==> config.mk <==
export PLATFORM = sky130hd
export DESIGN_NAME = priv_1_13_int_ctrl_n
export DESIGN_NICKNAME = d
export VERILOG_FILES = /design/src/rtl/priv_1_13_int_ctrl_n.sv
export SDC_FILE = /design/constraint.sdc
export NUM_CORES = 1
export LEC_CHECK = 0
export ABC_AREA = 1
export CAP_MARGIN = 20
export CORE_UTILIZATION = 30
export DETAILED_ROUTE_END_ITERATION = 10
export HOLD_SLACK_MARGIN = 0.03
export PLACE_DENSITY_LB_ADDON = 0.12
export SYNTH_ARGS = -nofsm -noshare
export SYNTH_HDL_FRONTEND = slang
export SYNTH_SLANG_ARGS = --single-unit
export TNS_END_PERCENT = 30
==> constraint.sdc <==
create_clock -name CLK -period 4 [get_ports CLK]
set_input_delay 0.8 -clock CLK [delete_from_list [all_inputs] [get_ports CLK]]
set_output_delay 0.8 -clock CLK [all_outputs]
set_load 0.005 [all_outputs]
==> src/rtl/priv_1_13_int_ctrl_n.sv <==
// Interrupt controller: pending latch, privilege/delegation gating, fixed-priority
// arbitration and the req/pipe_clear/commit trap-entry handshake.
module priv_1_13_int_ctrl_n #(
  parameter int                          NUM_LOCAL = 4,
  parameter logic [16+NUM_LOCAL-1:0]     EDGE_MASK = '0,
  parameter int                          CAUSE_W   = 6
) (
  input  logic                       CLK,
  input  logic                       RST,
  input  logic [16+NUM_LOCAL-1:0]    int_raw,
  input  logic [16+NUM_LOCAL-1:0]    int_clear,
  input  logic [16+NUM_LOCAL-1:0]    mie_en,
  input  logic [16+NUM_LOCAL-1:0]    mideleg,
  input  logic                       mstatus_mie,
  input  logic                       mstatus_sie,
  input  logic [1:0]                 priv_level,
  input  logic                       ex_pending,
  input  logic                       pipe_clear,
  output logic [16+NUM_LOCAL-1:0]    mip_q,
  output logic                       trap_req,
  output logic                       trap_commit,
  output logic [CAUSE_W-1:0]         trap_cause,
  output logic                       trap_to_s,
  output logic                       busy
);

  localparam int NUM_INT = 16 + NUM_LOCAL;
  localparam int STD_ORDER [6] = '{11, 3, 7, 9, 1, 5};

  typedef enum logic [1:0] {
    ST_IDLE   = 2'd0,
    ST_REQ    = 2'd1,
    ST_COMMIT = 2'd2
  } state_t;

  state_t               r_state;
  state_t               w_state_nxt;
  logic [NUM_INT-1:0]   r_mip;
  logic [NUM_INT-1:0]   r_raw_d;
  logic [NUM_INT-1:0]   w_rise;
  logic [NUM_INT-1:0]   w_act;
  logic [NUM_INT-1:0]   w_elig_m;
  logic [NUM_INT-1:0]   w_elig_s;
  logic [NUM_INT-1:0]   w_elig;
  logic [CAUSE_W-1:0]   r_cause;
  logic [CAUSE_W-1:0]   w_win;
  logic                 r_to_s;
  logic                 w_m_ok;
  logic                 w_s_ok;
  logic                 w_any;
  logic                 w_win_s;
  logic                 w_latch;
  logic                 w_still;

  assign w_rise   = int_raw & ~r_raw_d;
  assign w_m_ok   = (priv_level != 2'd3) | mstatus_mie;
  assign w_s_ok   = (priv_level == 2'd0) | ((priv_level == 2'd1) & mstatus_sie);
  assign w_act    = r_mip & mie_en;
  assign w_elig_m = w_act & ~mideleg & {NUM_INT{w_m_ok}};
  assign w_elig_s = w_act &  mideleg & {NUM_INT{w_s_ok}};
  assign w_elig   = w_elig_m | w_elig_s;

  // Scan from lowest to highest priority so the last hit is the winner.
  always_comb begin
    w_any   = 1'b0;
    w_win   = '0;
    w_win_s = 1'b0;
    for (int k = 5; k >= 0; k--) begin
      if (w_elig_s[STD_ORDER[k]]) begin
        w_any = 1'b1; w_win = CAUSE_W'(STD_ORDER[k]); w_win_s = 1'b1;
      end
    end
    for (int i = 16; i < NUM_INT; i++) begin
      if (w_elig_s[i]) begin
        w_any = 1'b1; w_win = CAUSE_W'(i); w_win_s = 1'b1;
      end
    end
    for (int k = 5; k >= 0; k--) begin
      if (w_elig_m[STD_ORDER[k]]) begin
        w_any = 1'b1; w_win = CAUSE_W'(STD_ORDER[k]); w_win_s = 1'b0;
      end
    end
    for (int i = 16; i < NUM_INT; i++) begin
      if (w_elig_m[i]) begin
        w_any = 1'b1; w_win = CAUSE_W'(i); w_win_s = 1'b0;
      end
    end
  end

  always_comb begin
    w_still = 1'b0;
    for (int i = 0; i < NUM_INT; i++) begin
      if (r_cause == CAUSE_W'(i)) w_still = w_elig[i];
    end
  end

  always_comb begin
    w_state_nxt = r_state;
    w_latch     = 1'b0;
    case (r_state)
      ST_IDLE: begin
        if (w_any && !ex_pending) begin
          w_latch     = 1'b1;
          w_state_nxt = ST_REQ;
        end
      end
      ST_REQ: begin
        if (ex_pending || !w_still) w_state_nxt = ST_IDLE;
        else if (pipe_clear)        w_state_nxt = ST_COMMIT;
      end
      ST_COMMIT: w_state_nxt = ST_IDLE;
      default:   w_state_nxt = ST_IDLE;
    endcase
  end

  always_ff @(posedge CLK or posedge RST) begin
    if (RST) begin
      r_state <= ST_IDLE;
      r_mip   <= '0;
      r_raw_d <= '0;
      r_cause <= '0;
      r_to_s  <= 1'b0;
    end else begin
      r_state <= w_state_nxt;
      r_raw_d <= int_raw;
      // A new edge beats a same-cycle clear; level sources just follow the line.
      r_mip   <= (int_raw & ~EDGE_MASK) | (EDGE_MASK & (w_rise | (r_mip & ~int_clear)));
      if (w_latch) begin
        r_cause <= w_win;
        r_to_s  <= w_win_s;
      end
    end
  end

  assign mip_q       = r_mip;
  assign trap_req    = (r_state == ST_REQ);
  assign trap_commit = (r_state == ST_COMMIT);
  assign trap_cause  = r_cause;
  assign trap_to_s   = r_to_s;
  assign busy        = (r_state != ST_IDLE);

endmodule
-- After elaboration in Yosys (flattened, before gate mapping)
Index checks and enable logic that the tools add are counted.
- add/subtract/negate cells: 0
- $mul: 0
- div/mod/pow operators: 0
- order comparisons: 0
- eq/ne operators: 25
- shift operators: 0
- multiplexer cells: 76
- bitwise logic cells: 10
- reduce and logical (&&, ||, !) cells: 9
- operator list (operator ; number):
    two-way mux 6 bit ; 18
    bitwise AND 20 bit ; 5
    two-way mux 1 bit ; 52
    equality test 6 x 4 -> 1 bit (second input constant) ; 8
    equality test 6 x 3 -> 1 bit (second input constant) ; 4
    equality test 6 x 5 -> 1 bit (second input constant) ; 4
    NOT 20 bit ; 1
    OR 20 bit ; 1
    equality test 6 x 2 -> 1 bit (second input constant) ; 2
    equality test 6 x 1 -> 1 bit (second input constant) ; 1
    zero test 6 bit ; 1
    two-way mux 2 bit ; 3
    two-way mux 3 bit ; 2
    equality test 2 x 1 -> 1 bit (second input constant) ; 2
    zero test 2 bit ; 2
    != test 2 bit (second input constant) ; 2
    case mux 2 bit (2 select lines) ; 1
    != test 3 x 2 -> 1 bit (second input constant) ; 1
    equality test 2 bit (second input constant) ; 1
    zero test 1 bit ; 2
    OR 1 bit ; 2
    AND reduction 2 bit ; 1
    nonzero test 2 bit ; 1
    bitwise AND 1 bit ; 1
    other kinds (2) ; 2
- register bits: 29
- bits in latches: 0
- RAM bits: 0
- ROM bits: 0
- input port bits: 88
- output and inout bits: 30
- word-level logic and storage cells: 124
- memories: 0

-- Logic depth before layout (Yosys ltp)
Gate-level depths: netlist of run 1.
- depth in word-level cells: 29
- gate-level depth with buffers: 30
- gate-level depth less buffers: 30

-- Least setup slack after synthesis of run 1
OpenSTA, ideal clock, no wires.
- path type: input -> register
- from: input port priv_level[1]
- to: register r_cause[4], in the netlist trap_cause[4]
- data arrival time: 2.226 ns
- slack: 1.647 ns
- cell stages on the path: 15
- path through: nand2_2 > nor2_4 > buf_6 > nor3_1 > inv_1 > nand3_1 > nor2_1 > a21oi_2 > inv_2 > nor2_4 > inv_2 > nor2_1 > inv_2 > a31oi_1 > a21oi_1
- cells in the longest elaborated chain, start to end: 27
- elaborated cells between the ends (all ways): 48
- those cells by class: eq/ne: 2; mux: 39; bitwise: 5; reduce/logical: 2
- ends and longest elaborated chain (item ; line ; RTL):
    from (decl) ; 16 ; input logic [1:0] priv_level,
    equality test 2 x 1 -> 1 bit ; 57 ; assign w_s_ok = (priv_level == 2'd0) | ((priv_level == 2'd1) & mstatus_sie);
    bitwise AND 1 bit ; 57 ;
    OR 1 bit ; 57 ;
    bitwise AND 20 bit ; 60 ; assign w_elig_s = w_act & mideleg & {NUM_INT{w_s_ok}};
    two-way mux 1 bit (6 in series) ; 69 ; if (w_elig_s[STD_ORDER[k]]) begin
    two-way mux 1 bit (4 in series) ; 74 ; if (w_elig_s[i]) begin
    two-way mux 1 bit (6 in series) ; 79 ; if (w_elig_m[STD_ORDER[k]]) begin
    two-way mux 1 bit (4 in series) ; 84 ; if (w_elig_m[i]) begin
    logical AND 1 bit ; 102 ; if (w_any && !ex_pending) begin
    two-way mux 1 bit ; 102 ;
    two-way mux 1 bit ; 100 ; case (r_state)
    to (signal assigned) ; 129 ; r_cause <= w_win;
    to (decl) ; 45 ; logic [CAUSE_W-1:0] r_cause;
Several ways; a longest one is shown, not always the timed one.
A chain may end at the register's enable or synchronous reset.

-- Final worst setup path of run 1
- from: input port priv_level[0]
- to: register r_state[0]
- cells in the longest elaborated chain, start to end: 29
- elaborated cells between the ends (all ways): 57
- those cells by class: eq/ne: 4; mux: 42; bitwise: 6; reduce/logical: 5
- ends and longest elaborated chain (item ; line ; RTL):
    equality test 2 x 1 -> 1 bit ; 57 ;
    bitwise AND 1 bit ; 57 ;
    OR 1 bit ; 57 ;
    bitwise AND 20 bit ; 60 ;
    OR 20 bit ; 61 ; assign w_elig = w_elig_m | w_elig_s;
    two-way mux 1 bit (20 in series) ; 93 ; if (r_cause == CAUSE_W'(i)) w_still = w_elig[i];
    zero test 1 bit ; 108 ; if (ex_pending || !w_still) w_state_nxt = ST_IDLE;
    logical OR 1 bit ; 108 ;
    two-way mux 2 bit / != test 3 x 2 -> 1 bit (equally long branches) ; - ;
    case mux 2 bit (2 select lines) / AND reduction 2 bit (equally long branches) ; - ;
    to (signal assigned) ; 124 ; r_state <= w_state_nxt;
    to (decl) ; 36 ; state_t r_state;
Several ways; a longest one is shown, not always the timed one.

==> metrics.txt, run 1 <==
status=completed; DP Wirelength=4800 um; crit path time final=3170 ps; # DRC=0; Switching Share=39.0%; Num CTS Buffers=3; Arrival @ worst endpoint=between 3000 and 4000 ps; Slew Viols, Final=0; GRT Util Overall=18.7%; NetSw=0.000419 W; worst skew pair latency=~280 ps; First-pass DRT Iterations=4; num ports=between 100 and 150; Lkg Pwr=1.28 nW; Slew @ Worst Pin=542 ps; max_slew headroom=63.8%; clock-pin slew on the worst setup and hold paths=100 ps; ANT cells=0; RSZ-0062 raised after global routing=false; ys flop type=dfrtp_1; # rows=28; Setup TNS=0 ps; Clock Power Share=16.7%; Setup Buffers After CTS=0; EDFF count, synth=0; pwr/cell area=361 nW/um^2; routed via count=2063; gpl congestion=0.912; Startpoint Class=primary input; cts repair resizes=0; sequential-to-total area share from yosys stat=37.4%; CTS Sinks=28; Starting Density=31.4%; TritonCTS clock tree=built; DR vias/cell=4.72; syn avg cell area=between 7 and 8 sq um; max incr delay on CP=600 ps; Power Total=0.00107 W; initial antenna violation count=0; Crit. End Element=flop; class of the worst hold path=flop to flop; clk root buf=clkbuf_8; nets@finish=451; final wirelength=roughly 5700 um; Reg power frac=34.6%; Int Power=around 0.00065 W; Yosys cell types=35; area growth from synthesis to layout=58.9%; GR Overflow Total=0; Port Buf Inserts=96; Clock Skews=4.51 ps; Final Setup Violations=0; vias in the first global route=2001; global-route wire length before repair=9340 um; CP Data Required Time=4180 ps; CORE AREA=5960 sq um; Async S/R FF share, synth=100%; Peak Freq=about 320 MHz; largest net degree at the start of global routing=18; DR WL/cell=13.0 um; area of the mapped netlist=between 1500 and 2000 sq um; Antenna Nets Post-Route=0; cells after synthesis=265; Ys Warns=0; slowest CP cell=clkdlybuf4s50_1; maximum vdd drop=149 uV; most used cell, CP=nand2_1; period utilization=79.3%; critical path fanouts, max=14; die width=81.0 um; Comb power frac=48.7%; drt first-iter violations=53; DIE AREA=6560 sq um; CTS H-tree depth=1; CTS Buffer Depth=2; Hold Fails Final Rpt=0; Net Count, Synth=353; CTS Hold Bufs=0; post-layout util=50.0%; share of cells above drive strength 1=between 10% and 20%; # fillers=617; worst setup path class=primary input to flop; FF+latch count, synth=28; MaxCap Viol Count=0; Die H=81.0 um
==> final timing paths <==
| path | endpoint | slack [ps] | startpoint | cells past startpoint |
|---|---|---|---|---|
| setup / recovery | r_state[0] | 830 | priv_level[0] | 30 |
| hold / removal | trap_to_s | 530 | trap_to_s | 1 |
| setup reg to reg | r_state[1] | 1610 | trap_cause[0] | 29 |
| hold reg to reg | trap_to_s | 530 | trap_to_s | 1 |
| max in group asynchronous | mip_q[14] | 2670 | RST | 3 |
| min in group asynchronous | mip_q[17] | 850 | RST | 2 |
==> metrics by stage <==
stage	instances	area (sq um)	worst slack, ps	hold WS (ps)
final	437	2980	829	526
after global routing	437	2980	359	566
after CTS	437	2980	792	533
after detailed placement	433	2920	492	508
after global placement	432	2890	504	496
after floorplan	265	1870	1650	508
==> flip-flops by register name, summed over array words and instances, names as in the netlist <==
signal      count
r_state         2
mip_q          20
trap_cause      5
trap_to_s       1
==> final cells by class <==
type / count / area (sq um) / area share [%]
Timing Repair Buffer: 97 / 988 / 33.2
Multi-Input combinational cell: 187 / 965 / 32.4
Sequential cell: 28 / 701 / 23.5
Inverter: 46 / 173 / 5.80
Tap cell: 75 / 93.8 / 3.15
Clock buffer: 4 / 55.1 / 1.85
==> worst max-delay path: cells and delay by family <==
kind                   cells  cell delay (ps)
AND/OR/NAND/NOR           29             1920
buffers and inverters      1              600
==> metal layers <==
layer	track usage (%)	share of wire, %	up-vias	wire length (um)
met5	0	0	-	0
met4	5.18	0.85	0	48
met3	3.03	5.2	4	296
met2	30.3	46	65	2630
met1	25.4	48	933	2690
li1	-	-	1061	-
==> cell usage in the layout (no fill, tap or decap), types with 3 or more instances in the layout <==
cell,count
clkdlybuf4s50_1,96
nand2_1,61
inv_1,36
nor2_1,35
dfrtp_1,28
nand3_1,18
inv_2,10
nor3_1,9
nand4_1,9
o21ai_0,7
a21oi_1,6
nor3_2,5
nand3_2,5
nand2_2,4
o22ai_1,4
clkbuf_8,4
nor4_1,3
==> cell usage after synthesis (3+ instances only) <==
library cell,n,area share (%)
nand2_1,61,12
inv_1,36,7.2
nor2_1,35,7.0
dfrtp_1,28,37
nand3_1,18,4.8
inv_2,10,2.0
nand4_1,9,3.0
nor3_1,9,2.4
o21ai_0,7,1.9
a21oi_1,6,1.6
nand3_2,5,2.7
nor3_2,5,2.7
nand2_2,4,1.3
o22ai_1,4,1.3
nor4_1,3,1.0
==> power by group through the flow <==
stage                     Combinational (W)  Clock, W  Sequential, W
after CTS                          0.000528  0.000189       0.000373
final                              0.000523  0.000179       0.000372
after global routing               0.000602  0.000195       0.000381
after detailed placement           0.000526         0       0.000378
after floorplan                    0.000305         0       0.000361
after global placement             0.000523         0       0.000376
==> logic make-up after synthesis <==
family	Yosys count	share of synthesized area [%]
buffers and inverters	50	11.1
AOI/OAI and AO/OA	33	12.3
DFF	28	37.4
and+or+nand+nor	153	39.0
other	1	0.200
Note: power is estimated with default switching activity, not from simulation.
==> inputs of run 2 (changes only) <==
==> constraint.sdc (replaced) <==
create_clock -name CLK -period 2.9 [get_ports CLK]
set_input_delay 0.58 -clock CLK [delete_from_list [all_inputs] [get_ports CLK]]
set_output_delay 0.58 -clock CLK [all_outputs]
set_load 0.005 [all_outputs]
==> metrics.txt, run 2 (synthesized netlist as in run 1, its figures left out) <==
Starting Density=31.4% (unchanged); worst r2r dst=r_state[1] (unchanged); number of flip-flops in the largest register=20 (unchanged); CTS H-tree depth=1 (unchanged); critical path fanouts, max=5 (was 14); maximum vdd drop=264 uV (was 149 uV); Setup TNS=0 ps (unchanged); drt first-iter violations=112 (was 53); Clock Skews=1.86 ps (was 4.51 ps); worst setup path class=primary input to flop (unchanged); Setup Buffers After CTS=0 (unchanged); First-pass DRT Iterations=4 (unchanged); leading cell type in the layout, fill and taps excluded=clkdlybuf4s50_1 (unchanged); GRT Util Overall=19.4% (was 18.7%); class of the worst hold path=flop to flop (unchanged); routed via count=2203 (was 2063); period utilization=90.1%; ANT cells=0 (unchanged); worst slack at placement=-131 ps (was 492 ps); worst hold stages=1 (unchanged); hold_ws=516 ps (was 526 ps); status=completed (unchanged); beginning of the worst hold path=trap_to_s (unchanged); post-layout util=54.6% (was 50.0%); DIE AREA=6560 sq um (unchanged); CTS Buffer Depth=2 (unchanged); share of cells above drive strength 1=19.5% (was 10.2%); DP Wirelength=5050 um (was 4800 um); reg2reg start=trap_cause[2] (was trap_cause[0]); num ports=118 (unchanged); Antenna Nets Post-Route=0 (unchanged); Lkg Pwr=1.47 nW (was 1.28 nW); # rows=28 (unchanged); Num CTS Buffers=3 (unchanged); Hold Fails Final Rpt=0 (unchanged); Die H=81.0 um (unchanged); # fillers=574 (was 617); Arrival @ worst endpoint=2770 ps (was 3350 ps); global-route wire length before repair=9740 um (was 9340 um); initial antenna violation count=0 (unchanged); CTS Sinks=28 (unchanged); area of the multi-input gates=987 sq um (was 965 sq um); Crit. End Element=flop (unchanged); crit path time final=2610 ps; DR WL/cell=12.6 um (was 13.0 um); # DRC=0 (unchanged); vias in the first global route=2171 (was 2001); Final Setup Violations=0 (unchanged); clock-pin slew on the worst setup and hold paths=100 ps (about the same); Startpoint Class=primary input (unchanged); final wirelength=6000 um (was 5670 um); TritonCTS clock tree=built (unchanged); Peak Freq=383 MHz; worst setup path startpoint=mstatus_mie (was priv_level[0]); gpl congestion=0.869 (was 0.912); area growth from synthesis to layout=73.7% (was 58.9%); worst reg-to-reg setup slack=500 ps (was 1610 ps); DR vias/cell=4.65 (was 4.72); most frequent cells in the layout=94 x clkdlybuf4s50_1, 59 x nand2_1, 39 x buf_4 (was 96 x clkdlybuf4s50_1, 61 x nand2_1, 36 x inv_1); Port Buf Inserts=96 (unchanged); CORE AREA=5960 sq um (unchanged); MaxCap Viol Count=0 (unchanged); final worst slack=288 ps (was 829 ps); Hold Crit Endpoint=trap_to_s (unchanged); GR Overflow Total=0 (unchanged); CTS Hold Bufs=0 (unchanged); clk root buf=clkbuf_8 (unchanged); Slew Viols, Final=0 (unchanged); worst reg2reg path depth=27 (was 29); CP Data Required Time=3060 ps (was 4180 ps); pwr/cell area=463 nW/um^2 (was 361 nW/um^2); die width=81.0 um (unchanged); largest net degree at the start of global routing=29 (was 18); worst skew pair latency=270 ps (was 280 ps); nets@finish=489 (was 451); Register Area=701 sq um (unchanged)
[run 2: changes by cell type in the layout (fill, tap and decap cells not counted), moves of 2 or more]
cell	previous run	this run
nand2_1	61	59
clkdlybuf4s50_1	96	94
nand2_2	4	6
dlymetal6s2s_1	0	2
buf_4	0	39
[run 2: how the worst max path moves through the flow]
| stage | slack [ps] | endpoint |
|---|---|---|
| after floorplan | 770 | trap_cause[4] |
| after global placement | -150 | r_state[0] |
| after detailed placement | -130 | r_state[0] |
| after CTS | 160 | r_state[0] |
| final | 290 | trap_cause[4] |
| after global routing | -10 | r_state[1] |
[run 2: per-stage QoR]
stage / total power, W / instance area, sq um / cells
finish: 0.00151 / 3250 / 474
CTS: 0.00152 / 3230 / 474
detailed placement: 0.00130 / 3190 / 471
floorplan: 0.000918 / 1870 / 265
global placement: 0.00129 / 3190 / 471
global route: 0.00164 / 3250 / 474
[run 2: worst max-delay path, stage by stage]
cell             delay [ps]
clkdlybuf4s50_1         520
inv_1                    90
nand3_4                  90
buf_4                   110
nand4_1                 190
nand3_1                 190
inv_1                    70
nand2_1                 100
nor2_1                   70
a21oi_2                 170
inv_2                    60
nor2_4                   90
inv_2                    50
nor2_1                  110
inv_2                    50
a31oi_1                 170
a21oi_1                  60
[run 2: layout make-up]
type,count,area share [%]
clock buffers,3,1.27
inverters,46,5.31
repair buffers,135,38.7
well taps,75,2.88
multi-input cells,187,30.3
flip-flops and latches,28,21.5
[run 2: report_power, final]
| part | switching, W | total (W) | internal, W |
|---|---|---|---|
| Combinational | 0.000394 | 0.000776 | 0.000382 |
| Sequential | 0.0000722 | 0.000514 | 0.000442 |
| Clock | 0.000124 | 0.000217 | 0.0000934 |
[run 2: routing by layer]
layer | share of wire (%) | vias to the layer above | track usage, %
met2 | 47 | 67 | 32.4
met4 | 0.67 | 0 | 4.82
met5 | 0 | - | 0
met3 | 5.1 | 2 | 3.26
met1 | 47 | 998 | 26.0
li1 | - | 1136 | -
[run 2: repair_timing]
| item | in CTS | in global routing |
|---|---|---|
| hold endpoints to repair | 0 | 0 |
| gates resized for setup | 0 | 7 |
| endpoints found under the setup margin | 0 | 2 |
==> inputs of run 3 (changes only) <==
--- a/config.mk
+++ b/config.mk
@@ -11,6 +11,7 @@
 export DETAILED_ROUTE_END_ITERATION = 10
 export HOLD_SLACK_MARGIN = 0.03
 export PLACE_DENSITY_LB_ADDON = 0.12
+export SLEW_MARGIN = 40
 export SYNTH_ARGS = -nofsm -noshare
 export SYNTH_HDL_FRONTEND = slang
 export SYNTH_SLANG_ARGS = --single-unit
==> results of run 3 <==
Final layout, timing and power as in run 2 (identical DEF).
